File: config.mk
export PLATFORM = sky130hd
export DESIGN_NAME = mem_port_arbiter
export DESIGN_NICKNAME = d
export VERILOG_FILES = /design/src/rtl/mem_port_arbiter_pkg.sv /design/src/rtl/mem_port_arbiter_rr_pick2.sv /design/src/rtl/mem_port_arbiter.sv
export SDC_FILE = /design/constraint.sdc
export NUM_CORES = 1
export LEC_CHECK = 0
export ABC_AREA = 1
export CAP_MARGIN = 20
export CORE_ASPECT_RATIO = 1.4
export CORE_MARGIN = 4
export CORE_UTILIZATION = 56
export CTS_BUF_LIST = sky130_fd_sc_hd__clkbuf_2
export DETAILED_ROUTE_END_ITERATION = 10
export DONT_BUFFER_PORTS = 1
export PLACE_DENSITY = 0.71
export SYNTH_ARGS = -nofsm -noshare
export SYNTH_HDL_FRONTEND = slang
export SYNTH_SLANG_ARGS = --single-unit
export TNS_END_PERCENT = 20
File: constraint.sdc
create_clock -name clk -period 2.1 [get_ports clk]
set_clock_uncertainty 0.1 [all_clocks]
set_input_delay 0.315 -clock clk [delete_from_list [all_inputs] [get_ports clk]]
set_output_delay 0.315 -clock clk [all_outputs]
set_load 0.02 [all_outputs]
File: src/rtl/mem_port_arbiter_pkg.sv
// mem_port_arbiter_pkg
// Shared definitions for the two-port memory arbiter:
//   arbState_t    - FSM state encoding (IDLE=0, ACCESS=1, ACK=2)
//   PORT_CPU/AUX  - port index constants used for grant/last-grant values
//   LAT_CNT_BITS  - width of the latency down-counter (MEM_LATENCY 1..15)
package mem_port_arbiter_pkg;

    typedef enum logic [1:0] {
        ARB_IDLE   = 2'd0,
        ARB_ACCESS = 2'd1,
        ARB_ACK    = 2'd2
    } arbState_t;

    localparam logic PORT_CPU = 1'b0;
    localparam logic PORT_AUX = 1'b1;

    localparam int LAT_CNT_BITS = 4;

endpackage

File: src/rtl/mem_port_arbiter_rr_pick2.sv
// rr_pick2
// Combinational two-way round-robin picker.
// Ports:
//   req0, req1  in   request lines of port 0 / port 1
//   lastGrant   in   port that won the previous arbitration
//   valid       out  at least one request is pending
//   grant       out  winning port index (meaningful only when valid)
module rr_pick2
    import mem_port_arbiter_pkg::*;
(
    input  logic req0,
    input  logic req1,
    input  logic lastGrant,
    output logic valid,
    output logic grant
);

    always_comb begin
        valid = req0 | req1;
        grant = PORT_CPU;
        if (req0 && req1) begin
            // Contention: the port that did not win last time goes first.
            grant = (lastGrant == PORT_CPU) ? PORT_AUX : PORT_CPU;
        end else if (req1) begin
            grant = PORT_AUX;
        end
    end

endmodule

File: src/rtl/mem_port_arbiter.sv
// mem_port_arbiter
// Shares one word-addressed memory port between two requesters
// (port 0 = CPU path, port 1 = auxiliary master such as DMA/loader).
// Ports:
//   clk, reset              clock, synchronous active-high reset
//   reqN/wrN/addrN/wdataN   port N request, direction, address, write data
//   rdataN, ackN            port N registered read data, one-cycle completion
//   MAR/MBR_W/write         memory address, write data, write enable
//   MBR_R                   memory read data
//   dbgState                current FSM state, for observation only
//
// Handshake: a requester raises reqN with wrN/addrN/wdataN stable and keeps
// it high until ackN. ackN is high for exactly one cycle (the ACK state);
// reqN is ignored during that cycle, and reqN still high in the following
// IDLE cycle is treated as a new access.
module mem_port_arbiter
    import mem_port_arbiter_pkg::*;
#(
    parameter int BITS_DATA   = 32,
    parameter int BITS_ADDR   = 16,
    parameter int MEM_LATENCY = 1
) (
    input  logic                 clk,
    input  logic                 reset,
    input  logic                 req0,
    input  logic                 wr0,
    input  logic [BITS_ADDR-1:0] addr0,
    input  logic [BITS_DATA-1:0] wdata0,
    output logic [BITS_DATA-1:0] rdata0,
    output logic                 ack0,
    input  logic                 req1,
    input  logic                 wr1,
    input  logic [BITS_ADDR-1:0] addr1,
    input  logic [BITS_DATA-1:0] wdata1,
    output logic [BITS_DATA-1:0] rdata1,
    output logic                 ack1,
    output logic [BITS_ADDR-1:0] MAR,
    output logic [BITS_DATA-1:0] MBR_W,
    output logic                 write,
    input  logic [BITS_DATA-1:0] MBR_R,
    output arbState_t            dbgState
);

    arbState_t               state;
    logic                    lastGrant;
    logic [LAT_CNT_BITS-1:0] latCnt;
    logic                    pickValid;
    logic                    pickGrant;

    rr_pick2 u_pick (
        .req0      (req0),
        .req1      (req1),
        .lastGrant (lastGrant),
        .valid     (pickValid),
        .grant     (pickGrant)
    );

    assign dbgState = state;

    // lastGrant doubles as the index of the port being served while in
    // ACCESS/ACK, since it is loaded with the winner on the grant edge.
    always_ff @(posedge clk) begin
        if (reset) begin
            state     <= ARB_IDLE;
            MAR       <= '0;
            MBR_W     <= '0;
            write     <= 1'b0;
            ack0      <= 1'b0;
            ack1      <= 1'b0;
            rdata0    <= '0;
            rdata1    <= '0;
            latCnt    <= '0;
            lastGrant <= PORT_AUX;
        end else begin
            case (state)
                ARB_IDLE: begin
                    if (pickValid) begin
                        MAR       <= (pickGrant == PORT_AUX) ? addr1  : addr0;
                        MBR_W     <= (pickGrant == PORT_AUX) ? wdata1 : wdata0;
                        write     <= (pickGrant == PORT_AUX) ? wr1    : wr0;
                        lastGrant <= pickGrant;
                        latCnt    <= LAT_CNT_BITS'(MEM_LATENCY - 1);
                        state     <= ARB_ACCESS;
                    end
                end
                ARB_ACCESS: begin
                    if (latCnt != '0) begin
                        latCnt <= latCnt - 1'b1;
                    end else begin
                        // write still carries the access direction here.
                        write <= 1'b0;
                        if (lastGrant == PORT_AUX) begin
                            ack1 <= 1'b1;
                            if (!write) rdata1 <= MBR_R;
                        end else begin
                            ack0 <= 1'b1;
                            if (!write) rdata0 <= MBR_R;
                        end
                        state <= ARB_ACK;
                    end
                end
                ARB_ACK: begin
                    ack0  <= 1'b0;
                    ack1  <= 1'b0;
                    state <= ARB_IDLE;
                end
                default: begin
                    state <= ARB_IDLE;
                end
            endcase
        end
    end

endmodule

Word level (Yosys, flattened, before mapping)
Index checks and enable logic that the tools add are counted.
Storage, ports and cells
  output and inout port bits: 117
  input bits: 134
  logic and storage cells: 56
  bits in registers: 122
Cells by class
  reduce and logical (&&, ||, !) cells: 13
  add/subtract/negate cells: 1
  muxes and demuxes: 21
  eq/ne operators: 7
  bitwise logic cells: 4
Operator list (number)
  $mux W32: 1
  $mux W16: 1
  $reduce_and A3 Y1: 4
  $mux W1: 10
  $ne A2 B2 Y1 const B: 5
  $mux W4: 2
  $pmux W4 S2: 1
  $reduce_and A4 Y1: 2
  $pmux W1 S2: 3
  $mux W2: 2
  $pmux W2 S2: 1
  $reduce_and A2 Y1: 2
  $reduce_bool A2 Y1: 2
  $reduce_bool A4 Y1: 1
  $sub A4 B1 Y4 const B: 1
  $not A1 Y1: 3
  $eq A2 B1 Y1 const B: 1
  $eq A2 B2 Y1 const B: 1
  $logic_not A2 Y1: 1
  $logic_and A1 B1 Y1: 1
  $or A1 B1 Y1: 1

Longest topological paths before layout
  word-level depth: 5
  depth in mapped cells: 8
  depth with buffers taken out: 8

Hierarchy
A second synthesis with hierarchy kept.
Unflattened totals
  cells, all modules: 714
  area total of the unflattened synthesis: 5237.5 um2
By module, submodules not included
  mem_port_arbiter: area an instance 5222.5 um2, cells each 711, times used 1, sequential area each 2442.3 um2
  rr_pick2: area an instance 15.0 um2, cells each 3, times used 1, sequential area each 0.0 um2

Worst setup path before layout
No wires, ideal clock.
  path kind: reg-to-reg
  start point: register latCnt[0]
  end point: register rdata0[14]
  setup time: 118 ps
  data required time: 1882 ps
  data arrival time: 1248 ps
  period minus slack after synthesis: 1466 ps
  cell stages (with the launch flop): 8
  setup slack: 634 ps
  buffers on the path: 2
  cells stage by stage: dfxtp_1 -> inv_1 -> ha_1 -> nand3b_4 -> buf_6 -> buf_6 -> nor3_1 -> nor2_1
On the way
  word-level cells in the longest chain between the ends: 3
Ends and longest elaborated chain
  start, declared: RTL line mem_port_arbiter.sv:46  | logic [LAT_CNT_BITS-1:0] latCnt;
  start signal, assigned: RTL line mem_port_arbiter.sv:82  | latCnt <= LAT_CNT_BITS'(MEM_LATENCY - 1);
  start signal, assigned: RTL line mem_port_arbiter.sv:88  | latCnt <= latCnt - 1'b1;
  $reduce_bool A4 Y1: RTL line mem_port_arbiter.sv:87  | if (latCnt != '0) begin
  $not A1 Y1 (no source line)
  $reduce_and A4 Y1 (no source line)
  end signal, assigned: RTL line mem_port_arbiter.sv:70  | rdata0 <= '0;
  end signal, assigned: RTL line mem_port_arbiter.sv:97  | if (!write) rdata0 <= MBR_R;
  end, declared: RTL line mem_port_arbiter.sv:29  | output logic [BITS_DATA-1:0] rdata0,
Every way passes these cells.
A chain may end at the register's enable or synchronous reset.

Final worst setup path
  start point: register latCnt[0]
  end point: register state[0], in the netlist dbgState[0]
On the way
  word-level cells in the longest chain between the ends: 3
Ends and longest elaborated chain
  $reduce_bool A4 Y1: RTL line mem_port_arbiter.sv:87
  $ne A2 B2 Y1 (no source line)
  $reduce_and A2 Y1 (no source line)
  end signal, assigned: RTL line mem_port_arbiter.sv:83  | state <= ARB_ACCESS;
  end signal, assigned: RTL line mem_port_arbiter.sv:99  | state <= ARB_ACK;
  end signal, assigned: RTL line mem_port_arbiter.sv:105  | state <= ARB_IDLE;
  end, declared: RTL line mem_port_arbiter.sv:44  | arbState_t state;
Every way passes these cells.

==> impl_metrics.env <==
export IMPL_min_delay_start="reset"
export IMPL_r2r_cells=8
export IMPL_vias=4896
export IMPL_start_util_pct=57.2
export IMPL_yosysUniqueCellTypes=25
export IMPL_core_rowCount=40
export IMPL_cts_root_buf="clkbuf_2"
export IMPL_ios=251
export IMPL_worst_slew_pin_slew_ns=0.554
export IMPL_synth_nets=753
export IMPL_power_density_mw_per_mm2=1030
export IMPL_portBuffers=0
export IMPL_rsz0062_at_grt="no"
export IMPL_gp_congestion=0.799
export IMPL_synth_top_area_share_pct=49.9
export IMPL_gr_total_overflow=0
export IMPL_hold_path_class="primary input to flip-flop"
export IMPL_fillers=618
export IMPL_routedWlPerCell_um=19.1
export IMPL_status="completed"
export IMPL_finalSetupTns_ns=0
export IMPL_dr_pass1_iters=6
export IMPL_die_h_um=119
export IMPL_clk_pin_slew_worst_paths_ns=0.16
export IMPL_yosys_area_top_type="dfxtp_1"
export IMPL_hpwl_um=8880
export IMPL_max_freq_ghz=0.506
export IMPL_synthCells=617
export IMPL_hold_ws_ns=0.0835
export IMPL_synth_seq_area_share_pct=49.9
export IMPL_drv_slew=0
export IMPL_grt_pass1_vias=4968
export IMPL_critPathLaunchType="flip-flop"
export IMPL_crit_type="flip-flop to flip-flop"
export IMPL_synthTopCellsByCount="124 x o21ai_1, 122 x dfxtp_1, 117 x nor2_1"
export IMPL_setup_viol_count_final=0
export IMPL_clock_path_buffers=2
export IMPL_cp_required_ns=2.59
export IMPL_die_w_um=87.0
export IMPL_fin_crit_ns=1.97
export IMPL_hold_viol=0
export IMPL_r2r_start="latCnt[0]"
export IMPL_synth_edf_count=0
export IMPL_grt_pass1_wl_um=25200
export IMPL_grt_total_usage_pct=31.1
export IMPL_ant_nets=0
export IMPL_cts_tree="yes"
export IMPL_critPathCaptureType="flip-flop"
export IMPL_r2r_slack_ns=0.13
export IMPL_final_nets=867
export IMPL_die_area_mm2=0.0103
export IMPL_cp_arrival_ns=2.47
export IMPL_async_flop_share_pct=0
export IMPL_cts_sinks=122
export IMPL_yosysMostFrequentCell="o21ai_1"
export IMPL_post_cts_buffers=0
export IMPL_fin_crit_sh_pct=94.0
export IMPL_synth_area_leaders="dfxtp_1 50%, o21ai_1 13%, nor2_1 9.0%"
export IMPL_drt_iter0_markers=301
export IMPL_cap_violations=0
export IMPL_synthFlopType="dfxtp_1"
export IMPL_p_leak_uw=0.00253
export IMPL_irDropWorstVdd_mv=0.883
export IMPL_syn_to_final_growth_pct=29.4
export IMPL_startpoint="latCnt[0]"
export IMPL_ys_ff_latch=122
export IMPL_antenna_found_initial=0
export IMPL_wl_um=16300
export IMPL_hold_path_depth=4
export IMPL_final_layout_size_suffix_gt1_share_pct=7.13
export IMPL_clk_insertion_delay_late_ns=0.65
export IMPL_cts_max_level=4
export IMPL_drc=0
export IMPL_ys_warn_count=0
export IMPL_syn_area_mm2=0.00489
export IMPL_grt_max_degree=66
export IMPL_coreArea_mm2=0.00856
export IMPL_r2r_end="dbgState[0]"
export IMPL_viasPerCell=5.77
export IMPL_numCtsBuffers=17
export IMPL_syn_area_per_cell_um2=7.93
export IMPL_slew_headroom_pct=63.1
export IMPL_hold_end="latCnt[0]"
export IMPL_critPathMaxFanout=6
-- kinds of logic (layout without fill, tap and decap cells) --
kind of cell	Yosys count	count (layout)	synth area share (%)
DFF	122	122	49.9
and+or+nand+nor	264	264	24.4
buffers and inverters	59	185	7.67
adders and majority gates	2	2	0.511
other	0	1	0
AOI/OAI and AO/OA	170	170	17.5
-- worst max-delay path by stage --
stage	to	slack [ns]	depth (start not counted)
global placement	rdata1[10]	0.44	6
CTS	write	0.07	7
finish	dbgState[0]	0.13	8
global route	write	0.007	7
floorplan	rdata0[14]	0.63	7
detailed placement	rdata0[0]	0.39	6
-- what timing repair did --
item                                    in CTS  in global routing
endpoints found under the setup margin       0                  2
hold endpoints to repair                   122                  0
gates resized for setup                      0                  2
hold buffers                               133                  0
-- area by class of cell --
type / count / area (µm²) / area share [%]
diodes: 1 / 2.50 / 0.0395
clock buffers: 19 / 95.1 / 1.50
clock inverters: 12 / 108 / 1.70
inverters: 12 / 45.0 / 0.711
multi-input cells: 436 / 2080 / 32.9
flip-flops and latches: 122 / 2440 / 38.6
well taps: 105 / 131 / 2.07
repair buffers: 142 / 1430 / 22.5
-- metrics by stage --
stage	std cells	cell area (µm²)	power (µW)	setup slack (ns)	utilization [%]
after floorplan	617	4890	4770	0.634	-
after global placement	684	4790	4870	0.439	56.0
after detailed placement	684	4790	4920	0.389	56.0
after CTS	848	6330	6450	0.0663	73.9
after global routing	848	6330	6840	0.00744	74.0
final	849	6330	6530	0.126	74.0
-- power breakdown --
group,internal (µW),switching (µW),leakage (µW)
Sequential,2730,822,0.00100
Combinational,589,1030,0.00140
Clock,522,835,0.000135
Total,3840,2690,0.00253
-- flip-flops by register name (all words and copies together), names as in the netlist, 2 cells and up --
| name | cells |
|---|---|
| rdata0 | 32 |
| latCnt | 4 |
| MAR | 16 |
| dbgState | 2 |
| rdata1 | 32 |
| MBR_W | 32 |
-- routing by layer --
| layer | part of all wire (%) | GRT usage, % |
|---|---|---|
| met3 | 13 | 14.9 |
| met5 | 0 | 0 |
| met1 | 34 | 33.0 |
| met2 | 49 | 50.6 |
| met4 | 4.1 | 14.8 |
-- cell usage in the layout, fill, tap and decap left out, drive strengths merged --
| cell type | instances |
|---|---|
| bufinv | 2 |
| clkbuf | 19 |
| o31ai | 1 |
| or2 | 1 |
| ha | 2 |
| nand3b | 1 |
| a21oi | 7 |
| dlygate4sd3 | 133 |
| diode | 1 |
| nand3 | 6 |
| nor3 | 65 |
| nor2 | 124 |
| o21ai | 162 |
| buf | 9 |
| dfxtp | 122 |
| inv | 12 |
| nand2 | 67 |
| clkinv | 10 |
-- critical path, cell delays in order (launching register included) --
cell           delay (ns)
dfxtp_1              0.39
inv_1                0.08
ha_1                 0.25
nand2_1              0.09
nand2_1              0.11
nand2_1              0.20
inv_1                0.06
dlygate4sd3_1        0.56
nor2_1               0.09
(Power assumes the default switching activity.)
